[src/rtl/debug_scan_ctrl.sv]
// rtl/debug_scan_ctrl.sv - debug-port address sweeper with captured-word stream and step pulse
module debug_scan_ctrl #(
    parameter int ADDR_W     = 7,
    parameter int DATA_W     = 32,
    parameter int READ_LAT   = 1,
    parameter int FIRST_ADDR = 0,
    parameter int LAST_ADDR  = 127
) (
    input  logic              clk,
    input  logic              rst,
    input  logic              scan_start,
    input  logic              step_req,
    output logic [ADDR_W-1:0] debug_addr,
    output logic              debug_step,
    input  logic [DATA_W-1:0] debug_data,
    output logic              out_valid,
    input  logic              out_ready,
    output logic [ADDR_W-1:0] out_addr,
    output logic [DATA_W-1:0] out_data,
    output logic              out_last,
    output logic              busy
);

    localparam int CNT_W = $clog2(READ_LAT + 1);
    localparam logic [ADDR_W-1:0] FIRST  = ADDR_W'(FIRST_ADDR);
    localparam logic [ADDR_W-1:0] LAST   = ADDR_W'(LAST_ADDR);
    localparam logic [CNT_W-1:0]  LAT_M1 = CNT_W'(READ_LAT - 1);

    typedef enum logic [1:0] {
        IDLE    = 2'd0,
        WAIT    = 2'd1,
        PRESENT = 2'd2
    } state_t;

    state_t           state, state_next;
    logic [CNT_W-1:0] cnt;
    logic             step_q;
    logic             start, capture, advance, finish;

    always_comb begin
        state_next = state;
        start      = 1'b0;
        capture    = 1'b0;
        advance    = 1'b0;
        finish     = 1'b0;
        case (state)
            IDLE: begin
                if (scan_start) begin
                    start      = 1'b1;
                    state_next = WAIT;
                end
            end
            WAIT: begin
                if (cnt == LAT_M1) begin
                    capture    = 1'b1;
                    state_next = PRESENT;
                end
            end
            PRESENT: begin
                if (out_valid && out_ready) begin
                    if (out_last) begin
                        finish     = 1'b1;
                        state_next = IDLE;
                    end else begin
                        advance    = 1'b1;
                        state_next = WAIT;
                    end
                end
            end
            default: state_next = IDLE;
        endcase
    end

    always_ff @(posedge clk) begin
        if (rst) begin
            state      <= IDLE;
            debug_addr <= FIRST;
            debug_step <= 1'b0;
            out_valid  <= 1'b0;
            out_addr   <= FIRST;
            out_data   <= '0;
            out_last   <= 1'b0;
            busy       <= 1'b0;
            cnt        <= '0;
            step_q     <= 1'b0;
        end else begin
            state  <= state_next;
            step_q <= step_req;
            // Edges seen while a sweep runs are dropped; step_q still tracks the button.
            debug_step <= step_req & ~step_q & ~busy;

            if (start) begin
                debug_addr <= FIRST;
                cnt        <= '0;
                busy       <= 1'b1;
            end

            if (state == WAIT) begin
                cnt <= cnt + CNT_W'(1);
            end

            if (capture) begin
                out_data  <= debug_data;
                out_addr  <= debug_addr;
                out_last  <= (debug_addr == LAST);
                out_valid <= 1'b1;
            end

            if (advance) begin
                out_valid  <= 1'b0;
                debug_addr <= debug_addr + ADDR_W'(1);
                cnt        <= '0;
            end

            if (finish) begin
                out_valid <= 1'b0;
                out_last  <= 1'b0;
                busy      <= 1'b0;
            end
        end
    end

endmodule

[config.mk]
export PLATFORM = sky130hd
export DESIGN_NAME = debug_scan_ctrl
export DESIGN_NICKNAME = d
export VERILOG_FILES = /design/src/rtl/debug_scan_ctrl.sv
export SDC_FILE = /design/constraint.sdc
export NUM_CORES = 1
export LEC_CHECK = 0
export ABC_AREA = 1
export ABC_CLOCK_PERIOD_IN_PS = 1450
export BUFFER_PORTS_ARGS = -buffer_cell sky130_fd_sc_hd__buf_2
export CELL_PAD_IN_SITES_DETAIL_PLACEMENT = 2
export CELL_PAD_IN_SITES_GLOBAL_PLACEMENT = 2
export CORE_MARGIN = 2
export CORE_UTILIZATION = 25
export DETAILED_ROUTE_END_ITERATION = 8
export GPL_ROUTABILITY_DRIVEN = 0
export PLACE_DENSITY_LB_ADDON = 0.1
export SLEW_MARGIN = 15
export SYNTH_ARGS = -nofsm -noshare
export SYNTH_HDL_FRONTEND = slang
export SYNTH_SLANG_ARGS = --single-unit
[constraint.sdc]
create_clock -name clk -period 1.45 [get_ports clk]
set_clock_uncertainty 0.15 [all_clocks]
set_input_delay 0.435 -clock clk [delete_from_list [all_inputs] [get_ports clk]]
set_output_delay 0.435 -clock clk [all_outputs]
set_load 0.01 [all_outputs]
### Word-level counts from Yosys, hierarchy flattened

Index checks and enable logic that the tools add are counted.

| cells by class | value |
|---|---|
| add/sub/neg operators | 2 |
| equality and inequality tests | 6 |
| muxes and demuxes | 19 |
| bitwise operators | 4 |
| reduce and logical (&&, ||, !) cells | 8 |

Operators with widths:

| kind | number |
|---|---|
| 7-bit two-way mux | 2 |
| 1-bit two-way mux | 13 |
| 7-bit by 1-bit adder with 7-bit output (second input constant) | 1 |
| 7-bit equality test (second input constant) | 1 |
| 2-bit two-way mux | 3 |
| 2-bit != test (second input constant) | 3 |
| 2-bit case mux with 3 select lines | 1 |
| 2-bit nonzero test | 2 |
| 2-bit OR reduction | 2 |
| 3-bit AND reduction | 1 |
| 3-bit OR reduction | 1 |
| 1-bit bitwise AND | 2 |
| 2-bit by 1-bit equality test with 1-bit output (second input constant) | 1 |
| 2-bit equality test (second input constant) | 1 |
| 2-bit logical NOT | 1 |
| 1-bit inverter | 2 |
| 1-bit adder (second input constant) | 1 |
| 1-bit logical AND | 1 |

| word-level totals | value |
|---|---|
| bits in registers | 54 |
| input port bits | 37 |
| word-level logic and storage cells | 49 |

### Depth between registers and ports, before layout

| logic depth | value |
|---|---|
| depth in word-level cells | 4 |
| depth in mapped cells | 8 |
| depth with buffers taken out | 7 |

### Worst setup path after synthesis

Ideal clock, no wire load.

| timing path | value |
|---|---|
| path type | input port to flip-flop |
| start point | input rst |
| end point | register out_addr[1] |
| arrival time | 1.128 ns |
| data required time | 1.235 ns |
| path slack | 0.107 ns |
| stages on the path | 5 |
| buffers on the path | 2 |
| cell sequence | buf_2 -> inv_1 -> buf_1 -> o21ai_0 -> nor2_1 |

RTL lines:

| what | line | text |
|---|---|---|
| start, declared | 10 | `input logic rst,` |
| end signal, assigned | 104 | `out_addr <= debug_addr;` |
| end, declared | 18 | `output logic [ADDR_W-1:0] out_addr,` |

### Worst setup path in the final report

| timing path | value |
|---|---|
| start point | register debug_addr[0] |
| end point | output debug_addr[0] |

RTL lines:

| what | line | text |
|---|---|---|
| start, declared | 13 | `output logic [ADDR_W-1:0] debug_addr,` |
| start signal, assigned | 111 | `debug_addr <= debug_addr + ADDR_W'(1);` |

No word-level cell between the ends.

==> run_summary.xml <==
<?xml version="1.0" encoding="UTF-8"?>
<metrics>
  <group name="worst_setup_path">
    <metric name="worstPathArrival" unit="ps">890</metric>
    <metric name="worstPathCellList" unit="">buf_6 &gt; buf_6</metric>
    <metric name="crit_fanout" unit="">2</metric>
    <metric name="ff2ff_setup_slack" unit="ps">110</metric>
    <metric name="r2r-end" unit="">out_last</metric>
    <metric name="cell_at_the_slowest_stage_of_the_critical_path" unit="">sky130_fd_sc_hd__dfxtp_2</metric>
    <metric name="end_kind" unit="">output pin</metric>
    <metric name="criticalPathCategory" unit="">flop to output pin</metric>
    <metric name="path_common_cell" unit="">sky130_fd_sc_hd__buf_6</metric>
    <metric name="rr_startpoint" unit="">state[1]</metric>
    <metric name="reg2regPathDepth" unit="">6</metric>
    <metric name="crit_path_start_kind" unit="">flop</metric>
    <metric name="critPathMaxStageDelay" unit="ps">350</metric>
    <metric name="worstPathRequired" unit="ps">870</metric>
  </group>
  <group name="global_route">
    <metric name="via_count_of_the_first_global_routing_pass" unit="">2278</metric>
    <metric name="grt_start_max_net_pins" unit="">46</metric>
    <metric name="grt_first_pass_wirelength" unit="um">10800</metric>
    <metric name="globalRoute.totalOverflow" unit="">0</metric>
    <metric name="track_usage" unit="">0.155</metric>
    <metric name="antenna_found_initial" unit="">0</metric>
  </group>
  <group name="synthesis">
    <metric name="synthDominantCellAreaShare" unit="">0.532</metric>
    <metric name="post_synth_instance_area" unit="sq mm">0.00203</metric>
    <metric name="yosysWarningCount" unit="">0</metric>
    <metric name="postSynthCellCount" unit="">264</metric>
    <metric name="asyncSetResetFlopFracSynth" unit="">0</metric>
    <metric name="yosys-top-cells-count" unit="">sky130_fd_sc_hd__nor2_1 (82), sky130_fd_sc_hd__dfxtp_1 (54), sky130_fd_sc_hd__o21ai_0 (42)</metric>
    <metric name="syn_avg_cell_area" unit="sq um">7.70</metric>
    <metric name="synth_cell_type_count" unit="">23</metric>
    <metric name="synth-edff-count" unit="">0</metric>
    <metric name="yosys.cell_count.top_type" unit="">sky130_fd_sc_hd__nor2_1</metric>
    <metric name="synth_seq_area_share" unit="">0.532</metric>
    <metric name="synthTopCellsByArea" unit="">sky130_fd_sc_hd__dfxtp_1 (53%), sky130_fd_sc_hd__nor2_1 (15%), sky130_fd_sc_hd__o21ai_0 (10%), sky130_fd_sc_hd__nand2_1 (4.1%), sky130_fd_sc_hd__nand3_1 (3.2%)</metric>
    <metric name="postSynthRegisterBits" unit="">54</metric>
    <metric name="ys.flop_type" unit="">sky130_fd_sc_hd__dfxtp_1</metric>
    <metric name="synthesis.nets" unit="">302</metric>
    <metric name="synthDominantAreaCellType" unit="">sky130_fd_sc_hd__dfxtp_1</metric>
  </group>
  <group name="timing">
    <metric name="final_critical_path_setup_slack" unit="ps">-20.7</metric>
    <metric name="rsz0062_at_grt" unit="">yes</metric>
    <metric name="final_max_slew_viol_count" unit="">0</metric>
    <metric name="timing.fmax" unit="MHz">680</metric>
    <metric name="setup_violations" unit="">2</metric>
    <metric name="worstMarginPinSlew" unit="ps">277</metric>
    <metric name="maxSlewHeadroom" unit="">0.815</metric>
    <metric name="fin_crit" unit="ps">1470</metric>
    <metric name="layout_worst_path_cycle_share" unit="">1.01</metric>
    <metric name="timing.final.hold_violations" unit="">0</metric>
    <metric name="timing.setup.tns" unit="ps">-37.8</metric>
  </group>
  <group name="placement">
    <metric name="dp.final_hpwl" unit="um">4630</metric>
    <metric name="buffers_on_ports" unit="">86</metric>
    <metric name="placed_cells" unit="">450</metric>
    <metric name="detailed_place.area" unit="sq mm">0.00262</metric>
  </group>
  <group name="hold_path">
    <metric name="worst_hold_path_type" unit="">input port to flop</metric>
    <metric name="hold_end" unit="">out_data[12]</metric>
    <metric name="hold-path-cell-count" unit="">3</metric>
    <metric name="hold_path.startpoint" unit="">debug_data[12]</metric>
  </group>
  <group name="layout">
    <metric name="final.fill_count" unit="">963</metric>
    <metric name="multi_input_area" unit="sq um">818</metric>
    <metric name="num_antenna_cells" unit="">0</metric>
    <metric name="seq_area" unit="sq mm">0.00110</metric>
    <metric name="fin_util" unit="">0.362</metric>
    <metric name="layout-drive-gt1-share" unit="">0.353</metric>
    <metric name="instances_no_fill" unit="">465</metric>
    <metric name="final_nets" unit="">400</metric>
    <metric name="layout.cell_area.non_filler" unit="sq mm">0.00283</metric>
    <metric name="area_growth_syn_to_layout" unit="%">39.1</metric>
  </group>
  <group name="clocking">
    <metric name="clockRootBuffer" unit="">sky130_fd_sc_hd__clkbuf_8</metric>
    <metric name="cts_tree" unit="">done</metric>
    <metric name="worst_setup_hold_path_clk_slew" unit="ps">100</metric>
    <metric name="clock_path_buffers" unit="">2</metric>
    <metric name="htree_num_levels" unit="">2</metric>
    <metric name="clock-sinks" unit="">54</metric>
    <metric name="clkLatencyLatePin" unit="ps">310</metric>
    <metric name="numCtsBuffers" unit="">5</metric>
  </group>
  <group name="drt">
    <metric name="route.detailed.drc" unit="">0</metric>
    <metric name="first_iter_violations" unit="">48</metric>
    <metric name="firstDrtPassIters" unit="">4</metric>
    <metric name="finalWirelength" unit="um">6590</metric>
    <metric name="routed_wire_length_per_instance" unit="um">14.2</metric>
    <metric name="postRouteAntennaNets" unit="">0</metric>
    <metric name="viasPerCell" unit="">4.54</metric>
    <metric name="routed-via-count" unit="">2109</metric>
  </group>
  <group name="floorplan">
    <metric name="core_area" unit="sq mm">0.00781</metric>
    <metric name="die_height" unit="um">94.2</metric>
    <metric name="boundaryPins" unit="">87</metric>
    <metric name="floorplan.rows" unit="">32</metric>
    <metric name="initial_utilization" unit="">0.260</metric>
    <metric name="design.die.area" unit="sq mm">0.00887</metric>
    <metric name="die_x" unit="um">94.2</metric>
  </group>
  <group name="pwr">
    <metric name="power_density" unit="mW/mm^2">1130</metric>
    <metric name="p_leak" unit="nW">1.40</metric>
    <metric name="max-vdd-ir-drop" unit="uV">407</metric>
  </group>
  <group name="run_status">
    <metric name="status" unit="">finished, violations left</metric>
    <metric name="failed_checks" unit="">negative setup slack</metric>
  </group>
  <group name="flow_run">
    <metric name="cap_viol_max_count" unit="">0</metric>
  </group>
</metrics>
## report_power, final
part	leakage (nW)	switching, mW	internal (mW)
combinational	0.900	0.305	0.208
clock	0.0524	0.505	0.518
sequential	0.448	0.0603	1.60
total	1.40	0.870	2.32
## flip-flops by register name (all words and copies together) (netlist names)
signal / cells
out_addr: 7
out_data: 32
debug_addr: 7
busy: 1
out_valid: 1
out_last: 1
cnt: 1
debug_step: 1
state: 2
step_q: 1
## metal layers
| layer | vias to the layer above | track usage | routed length [um] |
|---|---|---|---|
| li1 | 1042 | - | - |
| met1 | 1016 | 0.182 | 2820 |
| met2 | 49 | 0.273 | 3340 |
| met3 | 2 | 0.0530 | 405 |
| met4 | 0 | 0.0302 | 29 |
| met5 | - | 0 | 0 |
## what timing repair did
| action | 4_1_cts | 5_1_grt |
|---|---|---|
| endpoints found under the setup margin | 9 | 13 |
| gates resized for setup | 15 | 6 |
| hold buffers | 0 | 0 |
| buffers inserted | 2 | 5 |
| pin swaps | 0 | 0 |
## critical path: cells and delay by family (launching register included)
kind	cells	cell delay [ps]
buffers and inverters	2	230
DFF	1	350
## cell families after synthesis
family	after synthesis	share of synthesized area
flops	54	0.532
simple gates	122	0.242
compound gates	59	0.152
buf+inv	28	0.0683
fa+ha+maj	1	0.00615
## worst max path at each step
stage          slack, ps          start            end
6_report             -20  debug_addr[0]  debug_addr[0]
5_1_grt              -60  debug_addr[0]  debug_addr[0]
4_1_cts              -30  debug_addr[1]  debug_addr[1]
3_5_place_dp          30      out_ready  debug_addr[3]
3_3_place_gp          70      out_ready  debug_addr[0]
2_1_floorplan        110            rst    out_addr[1]
## layout make-up
type                            instances  area share
Clock inverter                          1      0.0106
Clock buffer                            7      0.0270
Sequential cell                        54       0.390
Multi-Input combinational cell        182       0.289
Tap cell                              102      0.0451
Inverter                               15      0.0199
Timing Repair Buffer                  104       0.218
## per-stage QoR
| stage | hold slack, ps | worst slack, ps | power [mW] |
|---|---|---|---|
| 3_3_place_gp | 227 | 73.0 | 2.20 |
| 3_5_place_dp | 230 | 34.3 | 2.22 |
| 6_report | 193 | -20.7 | 3.19 |
| 4_1_cts | 185 | -25.5 | 3.26 |
| 2_1_floorplan | 218 | 107 | 1.97 |
| 5_1_grt | 191 | -61.8 | 3.38 |
## cells in the final DEF (no fill, tap or decap), types with 2 or more instances in the layout
cell,n
sky130_fd_sc_hd__nand2_1,21
sky130_fd_sc_hd__nor2_1,81
sky130_fd_sc_hd__nand2_2,2
sky130_fd_sc_hd__dfxtp_2,6
sky130_fd_sc_hd__buf_6,5
sky130_fd_sc_hd__nor2_2,2
sky130_fd_sc_hd__buf_12,2
sky130_fd_sc_hd__clkbuf_8,5
sky130_fd_sc_hd__clkbuf_1,2
sky130_fd_sc_hd__a21oi_2,2
sky130_fd_sc_hd__o21ai_0,42
sky130_fd_sc_hd__nand3_1,13
sky130_fd_sc_hd__buf_4,14
sky130_fd_sc_hd__inv_1,14
sky130_fd_sc_hd__a21oi_1,12
sky130_fd_sc_hd__buf_2,83
sky130_fd_sc_hd__dfxtp_1,44
sky130_fd_sc_hd__dfxtp_4,4
Note: power is estimated with default switching activity, not from simulation.
